## config.mk

```make
export PLATFORM = sky130hd
export DESIGN_NAME = dkong_sound_latch
export DESIGN_NICKNAME = d
export VERILOG_FILES = /design/src/rtl/dkong_snd_pkg.sv /design/src/rtl/dkong_trig_stretch.sv /design/src/rtl/dkong_sound_latch.sv
export SDC_FILE = /design/constraint.sdc
export NUM_CORES = 1
export LEC_CHECK = 0
export BUFFER_PORTS_ARGS = -buffer_cell sky130_fd_sc_hd__buf_2
export CORE_ASPECT_RATIO = 0.5
export CORE_UTILIZATION = 35
export CTS_BUF_LIST = sky130_fd_sc_hd__clkbuf_16
export DETAILED_ROUTE_END_ITERATION = 10
export SYNTH_ARGS = -nofsm -noshare
export SYNTH_HDL_FRONTEND = slang
export SYNTH_SLANG_ARGS = --single-unit
```

## constraint.sdc

```tcl
create_clock -name W_CLK_24576M -period 2.8 [get_ports W_CLK_24576M]
set_clock_uncertainty 0.05 [all_clocks]
set_input_delay 0.42 -clock W_CLK_24576M [delete_from_list [all_inputs] [get_ports W_CLK_24576M]]
set_output_delay 0.42 -clock W_CLK_24576M [all_outputs]
set_load 0.005 [all_outputs]
```

## src/rtl/dkong_snd_pkg.sv

```systemverilog
// Shared types and sizes for the Donkey Kong main-CPU sound-command latch.
package dkong_snd_pkg;

   localparam int H6_W = 7;
   localparam int H4_W = 2;
   localparam int D3_W = 5;

   localparam int DEF_STRETCH_CYCLES = 4096;
   localparam int DEF_BUSY_TIMEOUT   = 65535;

   typedef enum logic {
      IDLE = 1'b0,
      WAIT = 1'b1
   } busy_state_t;

endpackage

```

## src/rtl/dkong_trig_stretch.sv

```systemverilog
// Single-bit pulse stretcher: output held high CYCLES clocks after raw rises.
module dkong_trig_stretch #(
   parameter int CYCLES = 4096
) (
   input  logic clk,
   input  logic rst_n,
   input  logic raw,
   output logic q
);

   localparam int CW = $clog2(CYCLES + 1);
   localparam logic [CW-1:0] LOAD = CW'(CYCLES - 1);

   logic          raw_q;
   logic          raw_d;
   logic [CW-1:0] cnt_q;
   logic [CW-1:0] cnt_d;

   always_comb begin
      raw_d = raw;
      cnt_d = cnt_q;
      if (raw && !raw_q) begin
         cnt_d = LOAD;
      end else if (cnt_q != '0) begin
         cnt_d = cnt_q - CW'(1);
      end
   end

   always_ff @(posedge clk or negedge rst_n) begin
      if (!rst_n) begin
         raw_q <= 1'b0;
         cnt_q <= '0;
      end else begin
         raw_q <= raw_d;
         cnt_q <= cnt_d;
      end
   end

   assign q = raw | (cnt_q != '0);

endmodule

```

## src/rtl/dkong_sound_latch.sv

```systemverilog
// Main-CPU sound-command latches, trigger stretch, SACK sync and busy flag.
// Optional readback port enabled by DKONG_SND_LATCH_RDBK_EN.
module dkong_sound_latch
   import dkong_snd_pkg::*;
#(
   parameter int               STRETCH_CYCLES = DEF_STRETCH_CYCLES,
   parameter logic [H6_W-1:0]  STRETCH_MASK   = 7'b0000111,
   parameter int               BUSY_TIMEOUT   = DEF_BUSY_TIMEOUT
) (
   input  logic            W_CLK_24576M,
   input  logic            W_RESETn,
   input  logic [2:0]      I_A,
   input  logic [7:0]      I_D,
   input  logic            I_6H_WE,
   input  logic            I_5H_WE,
   input  logic            I_4H_WE,
   input  logic            I_3D_WE,
   input  logic            I_SACK,
   output logic [H6_W-1:0] O_6H_Q,
   output logic            O_5H_Q0,
   output logic [H4_W-1:0] O_4H_Q,
   output logic [D3_W-1:0] O_3D_Q,
   output logic            O_SACK,
   output logic            O_BUSY
`ifdef DKONG_SND_LATCH_RDBK_EN
   ,
   output logic [7:0]      O_RDBK
`endif
);

   localparam int TW = $clog2(BUSY_TIMEOUT + 1);
   localparam logic [TW-1:0] TLOAD = TW'(BUSY_TIMEOUT);

   logic [1:0]      rst_sync_q;
   logic            rst_n;

   logic [H6_W-1:0] h6_q, h6_d;
   logic            h5_q, h5_d;
   logic [H4_W-1:0] h4_q, h4_d;
   logic [D3_W-1:0] d3_q, d3_d;
   logic [2:0]      sack_q, sack_d;
   logic            sack_edge;
   busy_state_t     state_q, state_d;
   logic [TW-1:0]   tmo_q, tmo_d;
   logic            unused_d;

   // Assert asynchronously, release on the clock.
   always_ff @(posedge W_CLK_24576M or negedge W_RESETn) begin
      if (!W_RESETn) rst_sync_q <= 2'b00;
      else           rst_sync_q <= {rst_sync_q[0], 1'b1};
   end

   assign rst_n    = rst_sync_q[1];
   assign unused_d = ^I_D[7:D3_W];

   always_comb begin
      h6_d = h6_q;
      h5_d = h5_q;
      h4_d = h4_q;
      d3_d = d3_q;
      for (int i = 0; i < H6_W; i++) begin
         if (I_6H_WE && I_A == 3'(i)) h6_d[i] = I_D[0];
      end
      if (I_5H_WE && I_A == 3'd0) h5_d = I_D[0];
      if (I_4H_WE && I_A[2:1] == 2'b00) h4_d[I_A[0]] = I_D[0];
      if (I_3D_WE) d3_d = I_D[D3_W-1:0];
   end

   assign sack_d    = {sack_q[1:0], I_SACK};
   assign sack_edge = sack_q[1] ^ sack_q[2];

   always_comb begin
      state_d = state_q;
      tmo_d   = tmo_q;
      unique case (state_q)
         IDLE: begin
            if (I_3D_WE) begin
               state_d = WAIT;
               tmo_d   = TLOAD;
            end
         end
         WAIT: begin
            if (I_3D_WE) begin
               tmo_d = TLOAD;
            end else if (sack_edge || tmo_q == '0) begin
               state_d = IDLE;
               tmo_d   = '0;
            end else begin
               tmo_d = tmo_q - TW'(1);
            end
         end
      endcase
   end

   always_ff @(posedge W_CLK_24576M or negedge rst_n) begin
      if (!rst_n) begin
         h6_q    <= '0;
         h5_q    <= 1'b0;
         h4_q    <= '0;
         d3_q    <= '0;
         sack_q  <= '0;
         state_q <= IDLE;
         tmo_q   <= '0;
      end else begin
         h6_q    <= h6_d;
         h5_q    <= h5_d;
         h4_q    <= h4_d;
         d3_q    <= d3_d;
         sack_q  <= sack_d;
         state_q <= state_d;
         tmo_q   <= tmo_d;
      end
   end

   for (genvar b = 0; b < H6_W; b++) begin : g_h6
      if (STRETCH_MASK[b]) begin : g_str
         dkong_trig_stretch #(
            .CYCLES (STRETCH_CYCLES)
         ) u_str (
            .clk   (W_CLK_24576M),
            .rst_n (rst_n),
            .raw   (h6_q[b]),
            .q     (O_6H_Q[b])
         );
      end else begin : g_raw
         assign O_6H_Q[b] = h6_q[b];
      end
   end

   assign O_5H_Q0 = h5_q;
   assign O_4H_Q  = h4_q;
   assign O_3D_Q  = d3_q;
   assign O_SACK  = sack_q[1];
   assign O_BUSY  = (state_q == WAIT);

`ifdef DKONG_SND_LATCH_RDBK_EN
   logic [7:0] rdbk_q, rdbk_d;

   assign rdbk_d = {O_BUSY, O_SACK, 1'b0, d3_q};

   always_ff @(posedge W_CLK_24576M or negedge rst_n) begin
      if (!rst_n) rdbk_q <= '0;
      else        rdbk_q <= rdbk_d;
   end

   assign O_RDBK = rdbk_q;
`endif

endmodule
```

# --- Word-level counts from Yosys, hierarchy flattened ---
# Cells that the tools add are included.
classes:
  n_lt_le_gt_ge: 2
  div: 0
  eq_ne: 7
  n_reduce_logical: 26
  bitwise_logic: 5
  addsub: 4
  n_mux: 17
  shift: 0
  n_mul: 0
ops:
  columns: ["op", "count"]
  rows:
  - ["$mux W13", 6]
  - ["$mux W16", 3]
  - ["$reduce_bool A13 Y1", 3]
  - ["$sub A13 B1 Y13 const B", 3]
  - ["$pmux W16 S2", 1]
  - ["$logic_not A16 Y1", 1]
  - ["$sub A16 B1 Y16 const B", 1]
  - ["$logic_and A1 B1 Y1", 13]
  - ["$eq A3 B3 Y1 const B", 3]
  - ["$eq A3 B2 Y1 const B", 2]
  - ["$reduce_bool A2 Y1", 3]
  - ["$mux W1", 4]
  - ["$eq A3 B1 Y1 const B", 1]
  - ["$logic_not A1 Y1", 3]
  - ["$logic_not A3 Y1", 1]
  - ["$or A1 B1 Y1", 3]
  - ["$bwmux W2", 1]
  - ["$logic_not A2 Y1", 1]
  - ["$lt A1 B2 Y1 const B", 1]
  - ["$ne A2 B2 Y1 const B", 1]
  - ["$pmux W1 S2", 1]
  - ["$demux W1 S1", 1]
  - ["$ge A1 B1 Y1 const B", 1]
  - ["$logic_or A1 B1 Y1", 1]
  - ["2 further kinds", 2]
totals:
  ramBits: 0
  elab_cells: 81
  n_memories: 0
  ff_bits: 79
  rom_bits: 0
  input_bits: 18
  latchBits: 0

# --- Longest topological paths before layout ---
# Gate-level depths: netlist of the first run.
depth:
  word_depth: 5
  mapped_depth: 7
  ltp_nobuf: 6

# --- By module ---
# A second synthesis of the first run with hierarchy kept.
unflattened:
  cells_unflattened: 393
  area_unflattened_um2: 4122.7
modules_own_cells:
  columns: ["mod", "instances", "cells_per_inst", "area_each_um2"]
  rows:
  - ["dkong_trig_stretch", 3, 77, 789.5]
  - ["dkong_sound_latch", 1, 162, 1754.2]

# --- Worst setup path after synthesis of the first run ---
# No wires, ideal clock.
synth_path:
  kind: "register -> output"
  from: "reg g_h6[2].g_str.u_str.cnt_q[0]"
  to: "out O_6H_Q[2]"
  stages_incl_launch_ff: 8
  path_buffers: 2
  slack_ns: 0.600
  t_arrival_ns: 1.730
  path_cell_list: "dfrtp_1 -> inv_1 -> ha_1 -> nor4b_1 -> nand3_1 -> clkbuf_1 -> or2_2 -> buf_4"
synth_between:
  elab_chain_len: 2
synth_rtl:
  columns: ["element", "line_no", "text"]
  rows:
  - ["start: declaration", "dkong_trig_stretch.sv:16", "logic [CW-1:0] cnt_q;"]
  - ["start signal: assignment", "dkong_trig_stretch.sv:35", "cnt_q <= cnt_d;"]
  - ["$reduce_bool A13 Y1", "dkong_trig_stretch.sv:39", "assign q = raw | (cnt_q != '0);"]
  - ["$or A1 B1 Y1", "dkong_trig_stretch.sv:39", null]
  - ["end: declaration", "dkong_sound_latch.sv:19", "output logic [H6_W-1:0] O_6H_Q,"]
# Every way passes these cells.

# --- Worst setup path after layout of the first run ---
# Same ends and word-level chain as after synthesis.

==> metrics.txt, run 1 <==
CTS clk-pin slew, worst paths 60 ps; status completed; number of vias per cell 5.41; DRC violations left 0; Startpoint Class register; met1 Resource Use GR 19.4%; Power Total between 0.003 and 0.004 W; max incr delay on CP between 400 and 500 ps; syn_nets 428; register area share after synthesis 48.6%; leading area contributor after synthesis dfrtp_1; Post-Syn Instances 403; relative slew slack about a third; CP Class reg2out; Post-synth EDFFs 0; Post-Syn Area 4070 sq um; 1st-iter DRT viols 225; slowest CP cell dfrtp_1; most common library cells after synthesis dfrtp_1, nor2_1, o21ai_0, nand3_1, a21oi_1; via count 3,159; critical-path maximum fanout 5; Total Die Area ~12,000 sq um; Filler cells 1,093; fin. max-slew vios 0; endpoints failing hold 0; Crit path buffers/inverters 2; top-count cell post-synth dfrtp_1; Worst EP arrival 2020 ps; GR Util met2 24.9%; io pins 35; Tmin final 2490 ps; CORE AREA 11,100 sq um; Synth cell types between 50 and 60; largest net degree at the start of global routing 78; Hold Crit Class in2reg; antenna violations before repair 0; Hold Buf Count CTS 1; post-CTS setup buffers 0; CP cell instances inv_1 > ha_1 > nor4b_1 > nand3_1 > or2_2 > buf_2; Initial DRT Pass Iterations 4; RSZ-0062 raised after global routing no; Die Width 155 um; met3 GRT Util about 4.2%; Synth top area share 48.6%; die height 78.3 um; GR Overflow Total 0; pwr/cell area 699 nW/um^2; TritonCTS clock tree built; row cnt 27; ys async rst share 100%; Max Freq around 400 MHz; max_cap viols 0; setup violators final 0; Final TNS setup 0 ps; Antenna Nets Post-Route 0; vias in the first global route 3,105; I/O Buffers 31; layout cells sized above 1 20.3%; worst ir drop on vdd between 0.3 and 0.4 mV; Mean Syn Cell Area between 10 and 15 sq um; CP top delay family simple AND/OR/NAND/NOR gates; DR WL/cell ~15 um; Initial Util 36.5%; CP required 2330 ps; Worst-Skew Late Latency roughly 340 ps; CTS Root Cell clkbuf_16; fin crit share roughly 89%; ANT cells 0; Yosys Warn Count 0; Max Root-Sink Buffers 2; GRT busiest layer met2; Layout area overhead 15.1%; RePlAce Congestion 0.813; DP Wirelength roughly 5600 um; #FFs+latches synth 79; clk sink count 79; gr usage total around 15%; CTS Buf Count 9; Post-Route WL approximately 8500 um; H-tree levels 3; Final #Nets 459; ranking of synthesized cells by area dfrtp_1, mux2_2, o21ai_0, nand3_1, a21oi_1; Top FF cell, synth dfrtp_1; first-pass GRT wire length approximately 15,000 um; Slew @ Worst Pin 977 ps; Critical Path Sink Type primary output; Pleak ~1.7 nW; Post-CTS Resized 0
[state kept, by name (all words and copies together) (netlist names), 2 cells and up]
name,flops
rst_sync_q,2
O_4H_Q,2
g_h6.g_str.u_str.raw_q,3
h6_q,7
tmo_q,16
g_h6.g_str.u_str.cnt_q,39
O_3D_Q,5
sack_q,3
[layer usage]
metal	up-vias	wire length, um
met4	0	137
li1	1590	-
met2	30	3910
met5	-	0
met3	12	213
met1	1527	4220
[placed cells by master, fill, tap and decap left out, types with 6 or more instances in the layout]
cell and count:
a21oi_1 18, a31oi_1 6, and4_1 6, buf_2 31, clkbuf_16 9, dfrtp_1 78
ha_1 7, inv_1 17, mux2_2 15, nand2_1 16, nand2b_1 7, nand3_1 20
nor2_1 22, nor3_1 12, nor4_1 11, o2111ai_1 7, o211ai_1 10, o21ai_0 22
o31ai_1 9, or2_2 11, or3_1 14, or4_1 9, xnor2_1 6
[path summary, 6_finish.rpt]
check                                              from             to  slack (ps)  depth (start not counted)
max                        g_h6[2].g_str.u_str.cnt_q[0]      O_6H_Q[2]         310                          6
min                                              I_SACK      sack_q[0]         130                          1
max reg2reg                                   tmo_q[10]       tmo_q[1]         560                          4
min reg2reg                               rst_sync_q[0]  rst_sync_q[1]         310                          0
max in group asynchronous                 rst_sync_q[1]      tmo_q[13]        1630                          0
min in group asynchronous                      W_RESETn  rst_sync_q[1]         350                          2
[cell families (layout without fill, tap and decap cells)]
group                      after synthesis  count (layout)  share of synthesized area, %
DFF                                     79              79                          48.6
xor gates and xnor gates                 7               7                          1.51
and+or+nand+nor                        166             166                          23.8
buffers and inverters                   33              69                          3.69
other                                    1               1                        0.0921
AOI/OAI and AO/OA                       94              94                          15.8
adders and majority gates                7               7                          2.15
muxes                                   16              16                          4.39
[report_power, final]
part	switching (W)	internal [W]
Clock	0.000469	0.000775
Combinational	0.000302	0.000240
Sequential	0.000182	0.00131
[through the flow]
| stage | hold WS (ps) | setup WS, ps | instances | utilization (%) | area [sq um] |
|---|---|---|---|---|---|
| 2_1_floorplan | 74.4 | 387 | 403 | - | 4070 |
| 3_3_place_gp | 156 | 591 | 567 | 39.1 | 4360 |
| 3_5_place_dp | 163 | 568 | 567 | 39.1 | 4360 |
| 4_1_cts | 118 | 273 | 584 | 42.0 | 4680 |
| 5_1_grt | 119 | 87.7 | 584 | 42.0 | 4680 |
| 6_report | 130 | 310 | 584 | 42.0 | 4680 |
[cell type report]
class	count	area [sq um]	area share, %
Clock inverter	7	90.1	1.92
Timing Repair Buffer	37	203	4.33
Inverter	16	60.1	1.28
Multi-Input combinational cell	291	1940	41.5
Clock buffer	9	225	4.81
Sequential cell	79	1980	42.3
Tap cell	145	181	3.87
Power figures use the tool's default switching activity.
==> run 2: changes to the inputs <==
--- a/config.mk
+++ b/config.mk
@@ -7,9 +7,11 @@
 export LEC_CHECK = 0
 export BUFFER_PORTS_ARGS = -buffer_cell sky130_fd_sc_hd__buf_2
 export CORE_ASPECT_RATIO = 0.5
-export CORE_UTILIZATION = 35
+export CORE_MARGIN = 2
+export CORE_UTILIZATION = 60
 export CTS_BUF_LIST = sky130_fd_sc_hd__clkbuf_16
 export DETAILED_ROUTE_END_ITERATION = 10
+export PLACE_DENSITY = 0.8
 export SYNTH_ARGS = -nofsm -noshare
 export SYNTH_HDL_FRONTEND = slang
 export SYNTH_SLANG_ARGS = --single-unit
==> metrics.txt, run 2 (synthesis results as in run 1) <==
RSZ-0062 raised after global routing no; H-tree levels 3; first-pass GRT wire length around 15,000 um; Worst-Skew Late Latency around 340 ps; Tmin final 2500 ps; hold path startpoint I_SACK; Initial DRT Pass Iterations 4; met3 GRT Util 7.17%; relative slew slack 36.2%; Die Width 120 um; pwr/cell area a little under 700 nW/um^2; RR Startpoint tmo_q[4]; TritonCTS clock tree built; endpoints failing hold 0; CP required 2330 ps; Slew @ Worst Pin 957 ps; Biggest register g_h6.g_str.u_str.cnt_q; total placed cells including tap cells slightly above 500; status completed; CP Class reg2out; Max Root-Sink Buffers 2; ANT cells 0; DRC violations left 0; io pins 35; CTS clk-pin slew, worst paths about 60 ps; Max Freq 399 MHz; met1 Resource Use GR 30.1%; RePlAce Congestion about 0.95; Layout area overhead 12.0%; Startpoint Class register; FF-to-FF setup slack between 500 and 600 ps; Final TNS setup 0 ps; fin crit share 89.5%; 1st-iter DRT viols approximately 300; CTS Buf Count 9; clk sink count 79; Post-Route WL approximately 8600 um; post-layout util 68.9%; gr usage total approximately 25%; critical-path maximum fanout 4; via count about 3,300; vias in the first global route 3,278; GRT busiest layer met2; Total Die Area 7500 sq um; I/O Buffers 31; GR Overflow Total 0; row cnt 21; Worst R2R End tmo_q[13]; largest net degree at the start of global routing 78; DP Wirelength 5790 um; Critical Path Sink Type primary output; max reg flops 39; Hold Path Cell Cnt 1; Pleak around 1.7 nW; Hold Crit Class in2reg; die height 62.3 um; Worst EP arrival 2030 ps; antenna violations before repair 0; Final Non-Filler Cells between 500 and 600; CORE AREA about 6600 sq um; most frequent cells in the layout dfrtp_1, buf_2, nor2_1, o21ai_0, nand3_1; most common cell after layout, fill and taps aside dfrtp_1; DR WL/cell 16.2 um; Antenna Nets Post-Route 0; biggest regs g_h6.g_str.u_str.cnt_q: 39 flops, tmo_q: 16 flops, h6_q: 7 flops; max_cap viols 0; number of vias per cell 6.30; layout cells sized above 1 about a fifth; GR Util met2 42.4%; Final #Nets about 460; Initial Util between 60% and 70%; Reg2Reg Depth 4; setup violators final 0; fin. max-slew vios 0; WHS Endpoint sack_q[0]; worst ir drop on vdd 0.491 mV; CTS Root Cell clkbuf_16
run 2: cell types whose count changed in the layout (fill, tap and decap cells not counted), sizes merged:
cell      change
buf           -1
clkinvlp      +2
bufinv        -2
run 2: stage by stage:
| step | hold slack, ps | total power, W | instance area [sq um] | setup slack [ps] |
|---|---|---|---|---|
| floorplan | 74.4 | 0.00186 | 4070 | 387 |
| global placement | 157 | 0.00200 | 4290 | 630 |
| detailed placement | 160 | 0.00206 | 4290 | 592 |
| CTS | 125 | 0.00310 | 4560 | 309 |
| global route | 121 | 0.00327 | 4560 | 172 |
| finish | 132 | 0.00309 | 4560 | 295 |
run 2: metal layers:
| layer | vias up | share of wire (%) |
|---|---|---|
| met5 | - | 0 |
| met3 | 4 | 4.1 |
| li1 | 1582 | - |
| met2 | 71 | 51 |
| met1 | 1683 | 44 |
| met4 | 0 | 0.55 |
run 2: worst max-delay path, stage by stage, from the launching register on:
cell	delay [ps]
dfrtp_1	420
nor4_1	570
nand4_1	240
or2_2	330
buf_2	130
run 2: worst max-delay path by stage:
stage / slack [ps] / cells past startpoint / endpoint / start
2_1_floorplan: 390 / 0 / O_3D_Q[0] / rst_sync_q[1]
3_3_place_gp: 630 / 4 / tmo_q[1] / tmo_q[10]
3_5_place_dp: 590 / 4 / tmo_q[13] / tmo_q[4]
4_1_cts: 310 / 6 / O_6H_Q[2] / g_h6[2].g_str.u_str.cnt_q[0]
5_1_grt: 170 / 4 / O_6H_Q[0] / g_h6[0].g_str.u_str.cnt_q[9]
6_report: 300 / 4 / O_6H_Q[1] / g_h6[1].g_str.u_str.cnt_q[9]
run 2: cell type report:
class | instances | area (sq um)
fillers | 528 | 2060
flip-flops and latches | 79 | 1980
multi-input cells | 291 | 1940
clock buffers | 9 | 225
repair buffers | 36 | 195
well taps | 92 | 115
inverters | 16 | 60.1
clock inverters | 7 | 41.3
run 2: repair_timing:
action | in CTS | in global routing
endpoints found under the hold margin | 2 | 0
setup endpoints to repair | 0 | 0
setup buffers | 0 | 0
resized for setup | 0 | 0
hold buffers | 1 | 0
run 2: power by group:
part / internal [W] / switching (W)
Clock: 0.000591 / 0.000453
Sequential: 0.00131 / 0.000190
Combinational: 0.000240 / 0.000312
Total: 0.00214 / 0.000954
==> run 3: changes to the inputs <==
--- a/config.mk
+++ b/config.mk
@@ -8,10 +8,11 @@
 export BUFFER_PORTS_ARGS = -buffer_cell sky130_fd_sc_hd__buf_2
 export CORE_ASPECT_RATIO = 0.5
 export CORE_MARGIN = 2
-export CORE_UTILIZATION = 60
+export CORE_UTILIZATION = 64
 export CTS_BUF_LIST = sky130_fd_sc_hd__clkbuf_16
 export DETAILED_ROUTE_END_ITERATION = 10
-export PLACE_DENSITY = 0.8
+export GPL_TIMING_DRIVEN = 0
+export PLACE_DENSITY = 0.85
 export SYNTH_ARGS = -nofsm -noshare
 export SYNTH_HDL_FRONTEND = slang
 export SYNTH_SLANG_ARGS = --single-unit
==> constraint.sdc (replaced) <==
create_clock -name W_CLK_24576M -period 3.2 [get_ports W_CLK_24576M]
set_clock_uncertainty 0.05 [all_clocks]
set_input_delay 0.48 -clock W_CLK_24576M [delete_from_list [all_inputs] [get_ports W_CLK_24576M]]
set_output_delay 0.48 -clock W_CLK_24576M [all_outputs]
set_load 0.005 [all_outputs]
==> metrics.txt, run 3 (synthesis results as in run 1) <==
FF-to-FF setup slack 880 ps; CORE AREA between 6000 and 7000 sq um; dpl cell area between 4000 and 5000 sq um; Biggest register g_h6.g_str.u_str.cnt_q; CTS clk-pin slew, worst paths 60 ps; Final TNS setup 0 ps; Slew @ Worst Pin 802 ps; CTS Root Cell clkbuf_16; antenna violations before repair 0; TritonCTS clock tree built; clk sink count 79; crit path launch g_h6[2].g_str.u_str.cnt_q[6]; Worst R2R End tmo_q[8]; RR Startpoint tmo_q[10]; max reg flops 39; CP endpoint O_6H_Q[2]; CP required 2670 ps; Final #Nets 471; Reg2Reg Depth 4; biggest regs g_h6.g_str.u_str.cnt_q: 39 flops, tmo_q: 16 flops, h6_q: 7 flops; most common cell after layout, fill and taps aside dfrtp_1; max_cap viols 0; fin crit share 94.1%; Die Width 117 um; Worst-Skew Late Latency 330 ps; DR WL/cell 16.8 um; CTS Buf Count 9; Initial DRT Pass Iterations 5; GR Overflow Total 0; Total Die Area 7050 sq um; layout cells sized above 1 20.2%; Post-Route WL 9030 um; Final Non-Filler Cells about 540; fin. max-slew vios 0; DP Wirelength around 6000 um; Hold Crit Class reg2async; CP Class reg2out; via count 3,462; RePlAce Congestion 0.961; die height 60.4 um; DRC violations left 0; 1st-iter DRT viols 359; Antenna Nets Post-Route 0; relative slew slack 46.1%; gr usage total 27.6%; Layout area overhead 15.4%; io pins 35; Pleak 1.75 nW; vias in the first global route 3,358; number of vias per cell 6.43; Critical Path Sink Type primary output; most frequent cells in the layout dfrtp_1, buf_2, nor2_1, o21ai_0, nand3_1; worst ir drop on vdd 0.478 mV; Initial Util 66.7%; Worst EP arrival 2480 ps; Filler cells 422; Tmin final 3010 ps; largest net degree at the start of global routing 70; first-pass GRT wire length 14,900 um; endpoints failing hold 0; total placed cells including tap cells 522; RSZ-0062 raised after global routing no; row cnt 20; H-tree levels 3; Max Root-Sink Buffers 2; pwr/cell area slightly above 600 nW/um^2; I/O Buffers 30; ANT cells 0; status completed; critical-path maximum fanout 10; Startpoint Class register; Max Freq 332 MHz; fin area 4700 sq um; setup violators final 0
run 3: final cells by class:
cell class,count,area [sq um],area share [%]
Buffer,17,90.1,1.92
Clock buffer,9,225,4.79
Clock inverter,6,86.3,1.84
Inverter,16,60.1,1.28
Multi-Input combinational cell,291,1960,41.7
Sequential cell,79,1980,42.2
Tap cell,88,110,2.34
Timing Repair Buffer,32,188,4.00
run 3: repair_timing:
item,4_1_cts,5_1_grt
buffers inserted,0,0
endpoints found under the setup margin,0,2
resized for setup,0,2
hold buffers,1,0
endpoints found under the hold margin,2,0
run 3: worst max-delay path, stage by stage, from the launching register on:
cell      delay [ps]
dfrtp_1          410
nor4_1           680
nand3_1          230
clkbuf_1         260
or2_2            330
buf_4            130
buf_2            110
run 3: metrics by stage:
step	hold WS [ps]	total power (W)	utilization, %	setup slack, ps
2_1_floorplan	134	0.00163	-	787
3_3_place_gp	215	0.00176	70.9	84.6
3_5_place_dp	105	0.00182	71.5	513
4_1_cts	110	0.00289	76.7	138
5_1_grt	118	0.00303	76.9	37.2
6_report	106	0.00289	76.9	187
run 3: power by group:
part           leakage (nW)  internal (W)  total (W)  switching [W]
logic                 0.770      0.000223   0.000524       0.000301
clock network         0.151      0.000676    0.00106       0.000386
registers             0.830       0.00114    0.00130       0.000156
run 3: worst min-delay path by stage:
| stage | startpoint | end | slack, ps | depth (start not counted) |
|---|---|---|---|---|
| 2_1_floorplan | W_RESETn | rst_sync_q[0] | 130 | 0 |
| 3_3_place_gp | W_RESETn | rst_sync_q[1] | 220 | 1 |
| 3_5_place_dp | rst_sync_q[1] | tmo_q[15] | 110 | 0 |
| 4_1_cts | rst_sync_q[1] | tmo_q[15] | 110 | 0 |
| 5_1_grt | rst_sync_q[1] | tmo_q[15] | 120 | 0 |
| 6_report | rst_sync_q[1] | tmo_q[15] | 110 | 0 |
run 3: layer usage:
metal / GRT usage (%) / vias to the layer above / share of wire [%]
met5: 0 / - / 0
met4: 13.1 / 0 / 2.2
met3: 7.39 / 23 / 5.5
met2: 49.1 / 133 / 50
met1: 32.3 / 1695 / 42
li1: - / 1611 / -
